==> src/rtl/alu_arbiter.sv <==
// Two-requester front end for one shared external ALU: grants one operation at a time,
// round-robins under contention, returns the result with a valid/ready handshake and counts completions.
module alu_arbiter #(
    parameter int unsigned CNT_W = 8
) (
    input  logic             clk,
    input  logic             rst_n,
    input  logic             req0_valid,
    input  logic             req1_valid,
    output logic             req0_ready,
    output logic             req1_ready,
    input  logic [3:0]       req0_a,
    input  logic [3:0]       req0_b,
    input  logic [3:0]       req1_a,
    input  logic [3:0]       req1_b,
    input  logic [2:0]       req0_f,
    input  logic [2:0]       req1_f,
    output logic [3:0]       alu_a,
    output logic [3:0]       alu_b,
    output logic [2:0]       alu_f,
    input  logic [3:0]       alu_y,
    output logic             rsp_valid,
    input  logic             rsp_ready,
    output logic [3:0]       rsp_y,
    output logic             rsp_id,
    output logic [CNT_W-1:0] cnt0,
    output logic [CNT_W-1:0] cnt1
);

    typedef enum logic [1:0] {
        IDLE = 2'd0,
        EXEC = 2'd1,
        RESP = 2'd2
    } state_t;

    state_t           r_state;
    state_t           w_state_nxt;
    logic             r_ptr;
    logic             r_id;
    logic [3:0]       r_alu_a;
    logic [3:0]       r_alu_b;
    logic [2:0]       r_alu_f;
    logic             r_rsp_valid;
    logic [3:0]       r_rsp_y;
    logic             r_rsp_id;
    logic [CNT_W-1:0] r_cnt0;
    logic [CNT_W-1:0] r_cnt1;

    logic w_gnt_any;
    logic w_gnt_id;
    logic w_issue;
    logic w_retire;
    logic w_req0_ready;
    logic w_req1_ready;

    // Pointer only breaks ties; a lone requester always wins.
    assign w_gnt_any = req0_valid | req1_valid;
    assign w_gnt_id  = (req0_valid & req1_valid) ? r_ptr : req1_valid;

    always_ff @(posedge clk or negedge rst_n) begin
        if (!rst_n) begin
            r_state <= IDLE;
        end else begin
            r_state <= w_state_nxt;
        end
    end

    always_comb begin
        w_state_nxt = r_state;
        case (r_state)
            IDLE:    if (w_gnt_any) w_state_nxt = EXEC;
            EXEC:    w_state_nxt = RESP;
            RESP:    if (rsp_ready) w_state_nxt = IDLE;
            default: w_state_nxt = IDLE;
        endcase
    end

    always_comb begin
        w_req0_ready = 1'b0;
        w_req1_ready = 1'b0;
        w_issue      = 1'b0;
        w_retire     = 1'b0;
        if (r_state == IDLE) begin
            w_req0_ready = w_gnt_any & ~w_gnt_id;
            w_req1_ready = w_gnt_any &  w_gnt_id;
            w_issue      = w_gnt_any;
        end
        if (r_state == RESP) begin
            w_retire = rsp_ready;
        end
    end

    // Operand latch, result capture and completion counting.
    always_ff @(posedge clk or negedge rst_n) begin
        if (!rst_n) begin
            r_ptr       <= 1'b0;
            r_id        <= 1'b0;
            r_alu_a     <= 4'd0;
            r_alu_b     <= 4'd0;
            r_alu_f     <= 3'd0;
            r_rsp_valid <= 1'b0;
            r_rsp_y     <= 4'd0;
            r_rsp_id    <= 1'b0;
            r_cnt0      <= '0;
            r_cnt1      <= '0;
        end else begin
            if (w_issue) begin
                r_alu_a <= w_gnt_id ? req1_a : req0_a;
                r_alu_b <= w_gnt_id ? req1_b : req0_b;
                r_alu_f <= w_gnt_id ? req1_f : req0_f;
                r_id    <= w_gnt_id;
                r_ptr   <= ~w_gnt_id;
            end
            if (r_state == EXEC) begin
                r_rsp_y     <= alu_y;
                r_rsp_id    <= r_id;
                r_rsp_valid <= 1'b1;
            end
            if (w_retire) begin
                r_rsp_valid <= 1'b0;
                if (r_rsp_id) begin
                    r_cnt1 <= r_cnt1 + CNT_W'(1);
                end else begin
                    r_cnt0 <= r_cnt0 + CNT_W'(1);
                end
            end
        end
    end

    assign req0_ready = w_req0_ready;
    assign req1_ready = w_req1_ready;
    assign alu_a      = r_alu_a;
    assign alu_b      = r_alu_b;
    assign alu_f      = r_alu_f;
    assign rsp_valid  = r_rsp_valid;
    assign rsp_y      = r_rsp_y;
    assign rsp_id     = r_rsp_id;
    assign cnt0       = r_cnt0;
    assign cnt1       = r_cnt1;

endmodule

==> config.mk <==
export PLATFORM = sky130hd
export DESIGN_NAME = alu_arbiter
export DESIGN_NICKNAME = d
export VERILOG_FILES = /design/src/rtl/alu_arbiter.sv
export SDC_FILE = /design/constraint.sdc
export NUM_CORES = 1
export LEC_CHECK = 0
export BUFFER_PORTS_ARGS = -buffer_cell sky130_fd_sc_hd__buf_2
export CORE_MARGIN = 2
export CORE_UTILIZATION = 30
export CTS_CLUSTER_SIZE = 12
export DETAILED_ROUTE_END_ITERATION = 8
export PLACE_DENSITY = 0.52
export SYNTH_ARGS = -nofsm -noshare
export SYNTH_HDL_FRONTEND = slang
export SYNTH_SLANG_ARGS = --single-unit
==> constraint.sdc <==
create_clock -name clk -period 1.74 [get_ports clk]
set_input_delay 0 -clock clk [delete_from_list [all_inputs] [get_ports clk]]
set_output_delay 0 -clock clk [all_outputs]
set_load 0.01 [all_outputs]
==> flow_summary.json, run 1 <==
{
  "grt_use_met2_pct": 23.6,
  "cp_cell_sequence": "nand2b_1 > and3_1 > buf_2",
  "vias": 1530,
  "tightest_slew_ns": 0.508,
  "seqCellArea_um2": 926,
  "multi_input_area_um2": 728,
  "grt_util_met3_pct": 4.30,
  "synth_cells": 161,
  "max_stage_delay_ns": 0.42,
  "crit_slowest_cell": "dfrtp_1",
  "crit_required_ns": 1.74,
  "synth_cell_types": 30,
  "layout_common_cells": "buf_2 (65), dfrtp_1 (37), dlygate4sd3_1 (25)",
  "antenna_found_initial": 0,
  "die_area_mm2": 0.00632,
  "maxSlewViolCount": 0,
  "worstHoldPathType": "in2reg",
  "place_hpwl_mm": 2.95,
  "synth-seq-area-share_pct": 54.1,
  "power_leakage_nw": 1.21,
  "violations": "negative hold slack",
  "clk_pin_slew_ns": 0.08,
  "cts_root_buf": "clkbuf_8",
  "area_delta_synth_final_pct": 43.4,
  "use_met1_pct": 17.1,
  "postCtsSetupBuffers": 0,
  "cts_resized": 0,
  "yosysWarningCount": 0,
  "syn_area_mm2": 0.00171,
  "start_util_pct": 31.1,
  "finalHoldWorstSlack_ns": -0.00206,
  "path_class": "reg2out",
  "skew_ns": 0.00729,
  "crit_path_end_kind": "primary output",
  "ys_ff_latch": 37,
  "placementRows": 27,
  "ant_nets": 0,
  "final_common_cell": "buf_2",
  "period_needed_ns": 1.54,
  "drtIter0Drc": 41,
  "cts_tree": "yes",
  "firstDrtPassIters": 4,
  "max_freq_mhz": 648,
  "relSlewSlack_pct": 66.1,
  "syn_avg_cell_area_um2": 10.6,
  "port-buffer-count": 65,
  "fillers": 540,
  "post_drt_wl_per_cell_um": 13.2,
  "numClockSinks": 37,
  "hold_viol_final": 1,
  "busiest_layer": "met2",
  "numCtsBuffers": 5,
  "die_w_um": 79.5,
  "grt_max_degree": 18,
  "outcome": "complete, but fails checks",
  "globalRouteOverflowTotal": 0,
  "worstRegToRegCells": 3,
  "powerDensity_mw_per_mm2": 1360,
  "gp_congestion": 0.721,
  "power_w": 0.00335,
  "routed_wirelength_mm": 4.31,
  "grt_pass1_vias": 1524,
  "cts.path.max_buffers": 2,
  "setup_tns_ns": 0,
  "setup_viol_count_final": 0,
  "drc": 0,
  "cap_violations": 0,
  "hold_depth": 3,
  "crit_fanout": 13,
  "drive_gt1_share_pct": 33.7,
  "grt_usage_pct": 14.2,
  "die_y_um": 79.5,
  "ir_drop_uv": 658,
  "arrival_ns": 1.54,
  "viasPerCell": 4.68,
  "ios": 66,
  "grt_pass1_wl_mm": 6.96,
  "startpoint_type": "flip-flop",
  "core-area_mm2": 0.00551,
  "nets": 287,
  "rsz0062_at_grt": "no",
  "diodes": 0,
  "post-route-period-util_pct": 88.7,
  "insertion_delay_ns": 0.29,
  "synth.net_count": 194,
  "cts.htree.levels": 2
}
==> metrics by stage <==
step	cell area [um^2]	setup slack, ns	instances	hold slack, ns	util (%)
after floorplan	1710	0.494	161	-0.296	-
after detailed placement	2120	0.307	294	-0.0540	38.5
after global placement	2120	0.347	294	-0.0585	38.5
after global routing	2450	0.0950	327	0.0229	44.5
after CTS	2450	0.173	327	0.0100	44.5
final	2450	0.197	327	-0.00206	44.5
==> worst max-delay path: cells and delay by family, from the launching register on <==
family / cells / cell delay [ns]
buf+inv: 1 / 0.14
flops: 1 / 0.42
simple gates: 2 / 0.70
==> synth_stat cells <==
cell type / number / area, um^2
nor2_1: 4 / 15.0
a21oi_1: 14 / 70.1
nand4bb_1: 1 / 11.3
nor2b_1: 1 / 6.26
nor3_2: 1 / 10.0
inv_1: 4 / 15.0
nor3_1: 3 / 15.0
and4bb_2: 1 / 12.5
nand3_1: 15 / 75.1
and4b_1: 1 / 10.0
a21o_1: 1 / 7.51
ha_1: 2 / 25.0
dfrtp_1: 37 / 926
buf_2: 3 / 15.0
clkbuf_1: 5 / 18.8
nand2_1: 13 / 48.8
buf_4: 1 / 7.51
and3_1: 1 / 6.26
nand2b_1: 2 / 12.5
nor4_2: 1 / 12.5
nor4_4: 1 / 21.3
nand4b_4: 1 / 23.8
or2_2: 1 / 6.26
o21ai_0: 13 / 65.1
mux2_2: 5 / 56.3
xor2_1: 7 / 61.3
xnor2_1: 7 / 61.3
a31oi_1: 12 / 75.1
or2b_1: 1 / 7.51
nand4_1: 2 / 12.5
==> metal layers <==
| layer | wire [um] | vias up | share of wire (%) |
|---|---|---|---|
| li1 | - | 753 | - |
| met1 | 1930 | 711 | 45 |
| met2 | 1960 | 60 | 45 |
| met3 | 363 | 6 | 8.4 |
| met4 | 55 | 0 | 1.3 |
| met5 | 0 | - | 0 |
==> cell type report <==
cell class	count	share of cell area [%]
timing repair buffer	95	25.0
tap	72	3.67
inverter	4	0.612
clock buffer	8	3.27
multi-input combinational	111	29.7
sequential	37	37.8
==> worst paths after layout <==
path / start / to / slack (ns)
min reg2reg: cnt0[7] / cnt0[7] / 0.47
max: r_ptr / req1_ready / 0.20
min in group asynchronous: rst_n / rsp_y[0] / 0.16
min: req0_a[2] / alu_a[2] / -0.002
max reg2reg: r_state[0] / cnt0[7] / 0.30
max in group asynchronous: rst_n / cnt0[3] / 1.08
==> timing repair <==
item	4_1_cts	5_1_grt
endpoints found under the setup margin	0	0
hold endpoints to repair	42	0
hold buffers	25	0
==> kinds of logic (layout without fill, tap and decap cells) <==
kind of cell / after synthesis / count (layout) / synth area share (%)
and+or+nand+nor: 50 / 50 / 17.9
adders and majority gates: 2 / 2 / 1.46
buffers and inverters: 13 / 107 / 3.29
muxes: 5 / 5 / 3.29
AOI/OAI and AO/OA: 40 / 40 / 12.7
DFF: 37 / 37 / 54.1
xor gates and xnor gates: 14 / 14 / 7.17
==> state kept, by name (all words and copies together), names as in the netlist <==
register,cells
alu_a,4
alu_b,4
alu_f,3
cnt0,8
cnt1,8
r_id,1
r_ptr,1
r_state,2
rsp_id,1
rsp_valid,1
rsp_y,4
==> where the power goes <==
group          internal [W]  leakage (nW)  switching [W]  total (W)
Clock              0.000285        0.0395       0.000303   0.000588
Sequential          0.00118         0.451       0.000264    0.00144
Combinational      0.000617         0.718       0.000697    0.00131
Total               0.00208          1.21        0.00127    0.00335
(Power assumes the default switching activity.)
==> run 2, diff against run 1 <==
==> config.mk (replaced) <==
export PLATFORM = sky130hd
export DESIGN_NAME = alu_arbiter
export DESIGN_NICKNAME = d
export VERILOG_FILES = /design/src/rtl/alu_arbiter.sv
export SDC_FILE = /design/constraint.sdc
export NUM_CORES = 1
export LEC_CHECK = 0
export CORE_MARGIN = 2
export CORE_UTILIZATION = 30
export CTS_CLUSTER_SIZE = 12
export DETAILED_ROUTE_END_ITERATION = 8
export DONT_BUFFER_PORTS = 1
export PLACE_DENSITY = 0.42
export SYNTH_ARGS = -nofsm -noshare
export SYNTH_HDL_FRONTEND = slang
export SYNTH_SLANG_ARGS = --single-unit
==> run 2 against run 1 <==
Compared with the run above: the flow now finishes without violations; non-clock buffer count is 60 lower; worst setup slack got worse by 0.099 ns; via count fell by 9.2%; largest cell class unchanged.
==> flow_summary.json, run 2 (synthesized netlist as in run 1, its figures left out) <==
{
  "rsz0062_at_grt": "no",
  "place_ws_ns": 0.342,
  "grt_pass1_wl_mm": 7.29,
  "power_leakage_nw": 0.969,
  "grt_usage_pct": 15.1,
  "period_needed_ns": 1.64,
  "layout_common_cells": "dfrtp_1 (36), dlygate4sd3_1 (30), nand3_1 (15)",
  "busiest_layer": "met2",
  "maxSlewViolCount": 0,
  "setup_ws_ns": 0.0983,
  "final_common_cell": "dfrtp_1",
  "crit_path_end_kind": "flip-flop",
  "outcome": "complete, no violations",
  "drtIter0Drc": 76,
  "insertion_delay_ns": 0.29,
  "cts_tree": "yes",
  "cts.path.max_buffers": 2,
  "drive_gt1_share_pct": 12.8,
  "setup_viol_count_final": 0,
  "firstDrtPassIters": 4,
  "rrSetupSlack_ns": 0.1,
  "globalRouteOverflowTotal": 0,
  "worstRegToRegCells": 5,
  "hold_depth": 3,
  "max_stage_delay_ns": 0.57,
  "reg2reg_from": "r_state[1]",
  "r2r-end": "r_ptr",
  "routed_wirelength_mm": 4.35,
  "die_area_mm2": 0.00632,
  "post-route-period-util_pct": 94.3,
  "worstHoldPathType": "in2reg",
  "die_y_um": 79.5,
  "die_w_um": 79.5,
  "vias": 1389,
  "startpoint_type": "flip-flop",
  "port-buffer-count": 0,
  "ant_nets": 0,
  "grt_use_met2_pct": 24.5,
  "nets": 227,
  "crit_slowest_cell": "dlygate4sd3_1",
  "core-area_mm2": 0.00551,
  "ir_drop_uv": 552,
  "placementRows": 27,
  "grt_pass1_vias": 1503,
  "diodes": 0,
  "start_util_pct": 31.1,
  "ios": 66,
  "hold_path_end": "cnt1[1]",
  "finalHoldWorstSlack_ns": 0.0415,
  "hp-start": "rsp_ready",
  "postCtsSetupBuffers": 0,
  "viasPerCell": 5.20,
  "cts.htree.levels": 2,
  "cp_cell_sequence": "nor2_2 > buf_6 > a21oi_1 > a31oi_1 > dlygate4sd3_1",
  "numClockSinks": 37,
  "clk_pin_slew_ns": 0.08,
  "cts_root_buf": "clkbuf_8",
  "grt_max_degree": 38,
  "setup_tns_ns": 0,
  "antenna_found_initial": 0,
  "max_freq_mhz": 609,
  "use_met1_pct": 17.8,
  "crit_required_ns": 1.97,
  "hold_viol_final": 0,
  "fillers": 542,
  "crit_fanout": 14,
  "skew_ns": 0.0102,
  "area_delta_synth_final_pct": 28.6,
  "post_drt_wl_per_cell_um": 16.3,
  "path_class": "reg2reg",
  "powerDensity_mw_per_mm2": 1440,
  "cap_violations": 0,
  "numCtsBuffers": 5,
  "relSlewSlack_pct": 67.4,
  "grt_util_met3_pct": 5.66,
  "place_hpwl_mm": 2.79,
  "tightest_slew_ns": 0.489,
  "drc": 0,
  "gp_congestion": 0.797,
  "arrival_ns": 1.87
}
==> run 2: where the power goes <==
| part | switching [W] | total (W) | internal, W |
|---|---|---|---|
| sequential | 0.000430 | 0.00161 | 0.00118 |
| combinational | 0.000506 | 0.000975 | 0.000469 |
| clock | 0.000300 | 0.000578 | 0.000278 |
==> run 2: layer usage <==
metal | part of all wire (%) | vias to the layer above
met4 | 2.3 | 0
met2 | 49 | 71
li1 | - | 639
met3 | 8.1 | 10
met1 | 41 | 669
met5 | 0 | -
==> run 2: timing repair <==
item | 4_1_cts | 5_1_grt
endpoints found under the setup margin | 0 | 1
gates resized for setup | 0 | 3
hold endpoints to repair | 58 | 0
hold buffers | 31 | 0
==> run 2: through the flow <==
step	cell area (um^2)	instances	utilization (%)	total power (W)
CTS	2190	267	39.8	0.00318
floorplan	1710	161	-	0.00223
global placement	1790	228	32.5	0.00244
finish	2200	267	39.9	0.00316
detailed placement	1790	228	32.5	0.00248
global route	2200	267	39.9	0.00343
==> run 2: how the worst max path moves through the flow <==
stage          endpoint        from  depth (start not counted)  slack (ns)
2_1_floorplan   cnt0[7]      rsp_id                          4        0.49
3_3_place_gp    cnt0[7]  r_state[0]                          3        0.37
3_5_place_dp   alu_b[0]  r_state[1]                          4        0.34
4_1_cts           r_ptr  r_state[1]                          5        0.04
5_1_grt           r_ptr  r_state[1]                          5        0.01
6_report          r_ptr  r_state[1]                          5         0.1
==> run 2: cell type report <==
cell class	instances	area, um^2	share of cell area, %
well taps	72	90.1	4.10
clock inverters	2	10.0	0.455
clock buffers	6	72.6	3.30
repair buffers	35	354	16.1
flip-flops and latches	37	927	42.2
inverters	4	15.0	0.683
multi-input cells	111	731	33.2
==> run 2: critical path: cells and delay by family (launching register included) <==
kind | cells | cell delay (ns)
buffers and inverters | 2 | 0.75
DFF | 1 | 0.47
AOI/OAI and AO/OA | 2 | 0.21
and+or+nand+nor | 1 | 0.17
==> run 3, diff against run 2 <==
--- a/config.mk
+++ b/config.mk
@@ -5,6 +5,7 @@
 export SDC_FILE = /design/constraint.sdc
 export NUM_CORES = 1
 export LEC_CHECK = 0
+export ABC_AREA = 1
 export CORE_MARGIN = 2
 export CORE_UTILIZATION = 30
 export CTS_CLUSTER_SIZE = 12
==> run 3 against run 2 <==
Compared with the run above: clock-buffer cell count grew 1; sequential power is essentially flat; total power grew 2.8%; utilization shrank 0.53 points; worst setup slack gained 0.084 ns; cell area grew 4.8%; via count grew 7.3%; register-to-register slack gained 0.08 ns; largest power group unchanged; highest routed layer unchanged.
==> flow_summary.json, run 3 <==
{
  "postCtsSetupBuffers": 0,
  "period_needed_ns": 1.56,
  "relSlewSlack_pct": 69.8,
  "gp_congestion": 0.706,
  "grt_pass1_wl_mm": 6.98,
  "ant_nets": 0,
  "syn_avg_cell_area_um2": 8.20,
  "grt_pass1_vias": 1530,
  "synth_cells": 220,
  "startpoint_type": "flip-flop",
  "insertion_delay_ns": 0.28,
  "stdcell_count": 332,
  "postLayoutCoreUtil_pct": 39.4,
  "powerDensity_mw_per_mm2": 1410,
  "final_cell_area_mm2": 0.00231,
  "hold_viol_final": 0,
  "dpl.cell_count": 293,
  "post-route-period-util_pct": 89.5,
  "crit_fanout": 8,
  "die_w_um": 81.5,
  "post_drt_wl_per_cell_um": 12.3,
  "drc": 0,
  "drtIter0Drc": 36,
  "cts.path.max_buffers": 2,
  "synth_edf_count": 0,
  "nets": 289,
  "finalHoldWorstSlack_ns": 0.0314,
  "diodes": 0,
  "grt_max_degree": 38,
  "max_freq_mhz": 642,
  "yosysWarningCount": 0,
  "layout_common_cells": "nand2_1 (83), dfrtp_1 (37), dlygate4sd3_1 (29)",
  "netlist.area_leader.share_pct": 51.4,
  "post_dp_cell_area_mm2": 0.00188,
  "final_common_cell": "nand2_1",
  "area_delta_synth_final_pct": 27.9,
  "firstDrtPassIters": 4,
  "routed_wirelength_mm": 4.09,
  "crit_path_end_kind": "flip-flop",
  "ys_ff_latch": 37,
  "die_area_mm2": 0.00665,
  "synth_flop_cell": "dfrtp_1",
  "outcome": "complete, no violations",
  "drive_gt1_share_pct": 8.56,
  "rsz0062_at_grt": "no",
  "crit_required_ns": 1.97,
  "start_util_pct": 30.8,
  "tightest_slew_ns": 0.453,
  "arrival_ns": 1.78,
  "worstHoldPathType": "in2reg",
  "clk_pin_slew_ns": 0.07,
  "globalRouteOverflowTotal": 0,
  "port-buffer-count": 0,
  "synth_largest_area_cell": "dfrtp_1",
  "setup_viol_count_final": 0,
  "synth.most_common_cell": "nand2_1",
  "synth.net_count": 253,
  "place_hpwl_mm": 2.75,
  "synth-seq-area-share_pct": 51.4,
  "synthArstFlopShare_pct": 100,
  "placementRows": 28,
  "antenna_found_initial": 0,
  "maxSlewViolCount": 0,
  "numCtsBuffers": 5,
  "numClockSinks": 37,
  "ir_drop_uv": 605,
  "syn_area_mm2": 0.00180,
  "core-area_mm2": 0.00585,
  "die_y_um": 81.5,
  "grt_usage_pct": 13.7,
  "vias": 1491,
  "yosys-top-cells-count": "nand2_1 (83), dfrtp_1 (37), nor2_1 (24)",
  "cts_tree": "yes",
  "ios": 66,
  "path_class": "reg2reg",
  "ys_top_cells_by_area": "dfrtp_1 (51%), nand2_1 (17%), nand3_1 (5.3%)",
  "setup_tns_ns": 0,
  "cts.htree.levels": 2,
  "cap_violations": 0,
  "viasPerCell": 4.49,
  "power_leakage_nw": 1.05,
  "skew_ns": 0.00353,
  "cts_root_buf": "clkbuf_8",
  "synth_cell_types": 23
}
-- run 3: cell count changes in the layout (fill, tap and decap cells not counted), moves of 9 or more --
cell,previous run,this run
a21oi_1,14,0
inv_1,4,14
nand2_1,13,83
nor2_1,3,24
o21ai_0,13,4
-- run 3: worst paths after layout --
check / from / end / slack (ns) / depth (start not counted)
worst min register to register: r_id / rsp_id / 0.50 / 2
worst max register to register: r_ptr / alu_f[0] / 0.18 / 6
max in group asynchronous: rst_n / alu_b[3] / 1.38 / 2
worst max-delay path: r_ptr / alu_f[0] / 0.18 / 6
worst min-delay path: rsp_ready / rsp_valid / 0.03 / 3
min in group asynchronous: rst_n / cnt0[7] / 0.17 / 2
-- run 3: timing repair --
action / 4_1_cts / 5_1_grt
hold endpoints to repair: 54 / 0
resized for setup: 0 / 1
hold buffers: 31 / 0
endpoints found under the setup margin: 0 / 1
-- run 3: layout make-up --
| cell class | count | area [um^2] |
|---|---|---|
| Clock buffer | 7 | 96.3 |
| Clock inverter | 1 | 5.00 |
| Fill cell | 603 | 3540 |
| Inverter | 16 | 60.1 |
| Multi-Input combinational cell | 161 | 772 |
| Sequential cell | 37 | 926 |
| Tap cell | 75 | 93.8 |
| Timing Repair Buffer | 35 | 353 |
-- run 3: per-stage QoR --
step / total power [W] / worst slack (ns)
detailed placement: 0.00251 / 0.397
finish: 0.00325 / 0.182
CTS: 0.00331 / 0.117
floorplan: 0.00230 / 0.533
global route: 0.00357 / 0.0291
global placement: 0.00252 / 0.427
-- run 3: cell families after synthesis --
logic type / share of synthesized area, %
xor+xnor: 3.33
flops: 51.4
simple gates: 32.3
buf+inv: 5.83
compound gates: 5.83
fa+ha+maj: 1.39
-- run 3: critical path, cell delays in order (launching register included) --
cell and delay [ns]:
dfrtp_1 0.36, inv_1 0.07, nand2_1 0.07, nand2_1 0.23
nand2_1 0.09, a31oi_1 0.13, dlygate4sd3_1 0.56
-- run 3: per-layer routing --
metal | GRT usage [%] | vias to the layer above | wire, um
met1 | 16.7 | 679 | 1850
met3 | 4.29 | 2 | 217
met4 | 4.58 | 0 | 25
met2 | 22.9 | 37 | 1990
met5 | 0 | - | 0
li1 | - | 773 | -
-- run 3: report_power, final --
part,switching (W),leakage (nW),internal [W]
Clock,0.000300,0.0542,0.000358
Combinational,0.000557,0.537,0.000422
Sequential,0.000431,0.458,0.00118
Total,0.00129,1.05,0.00196
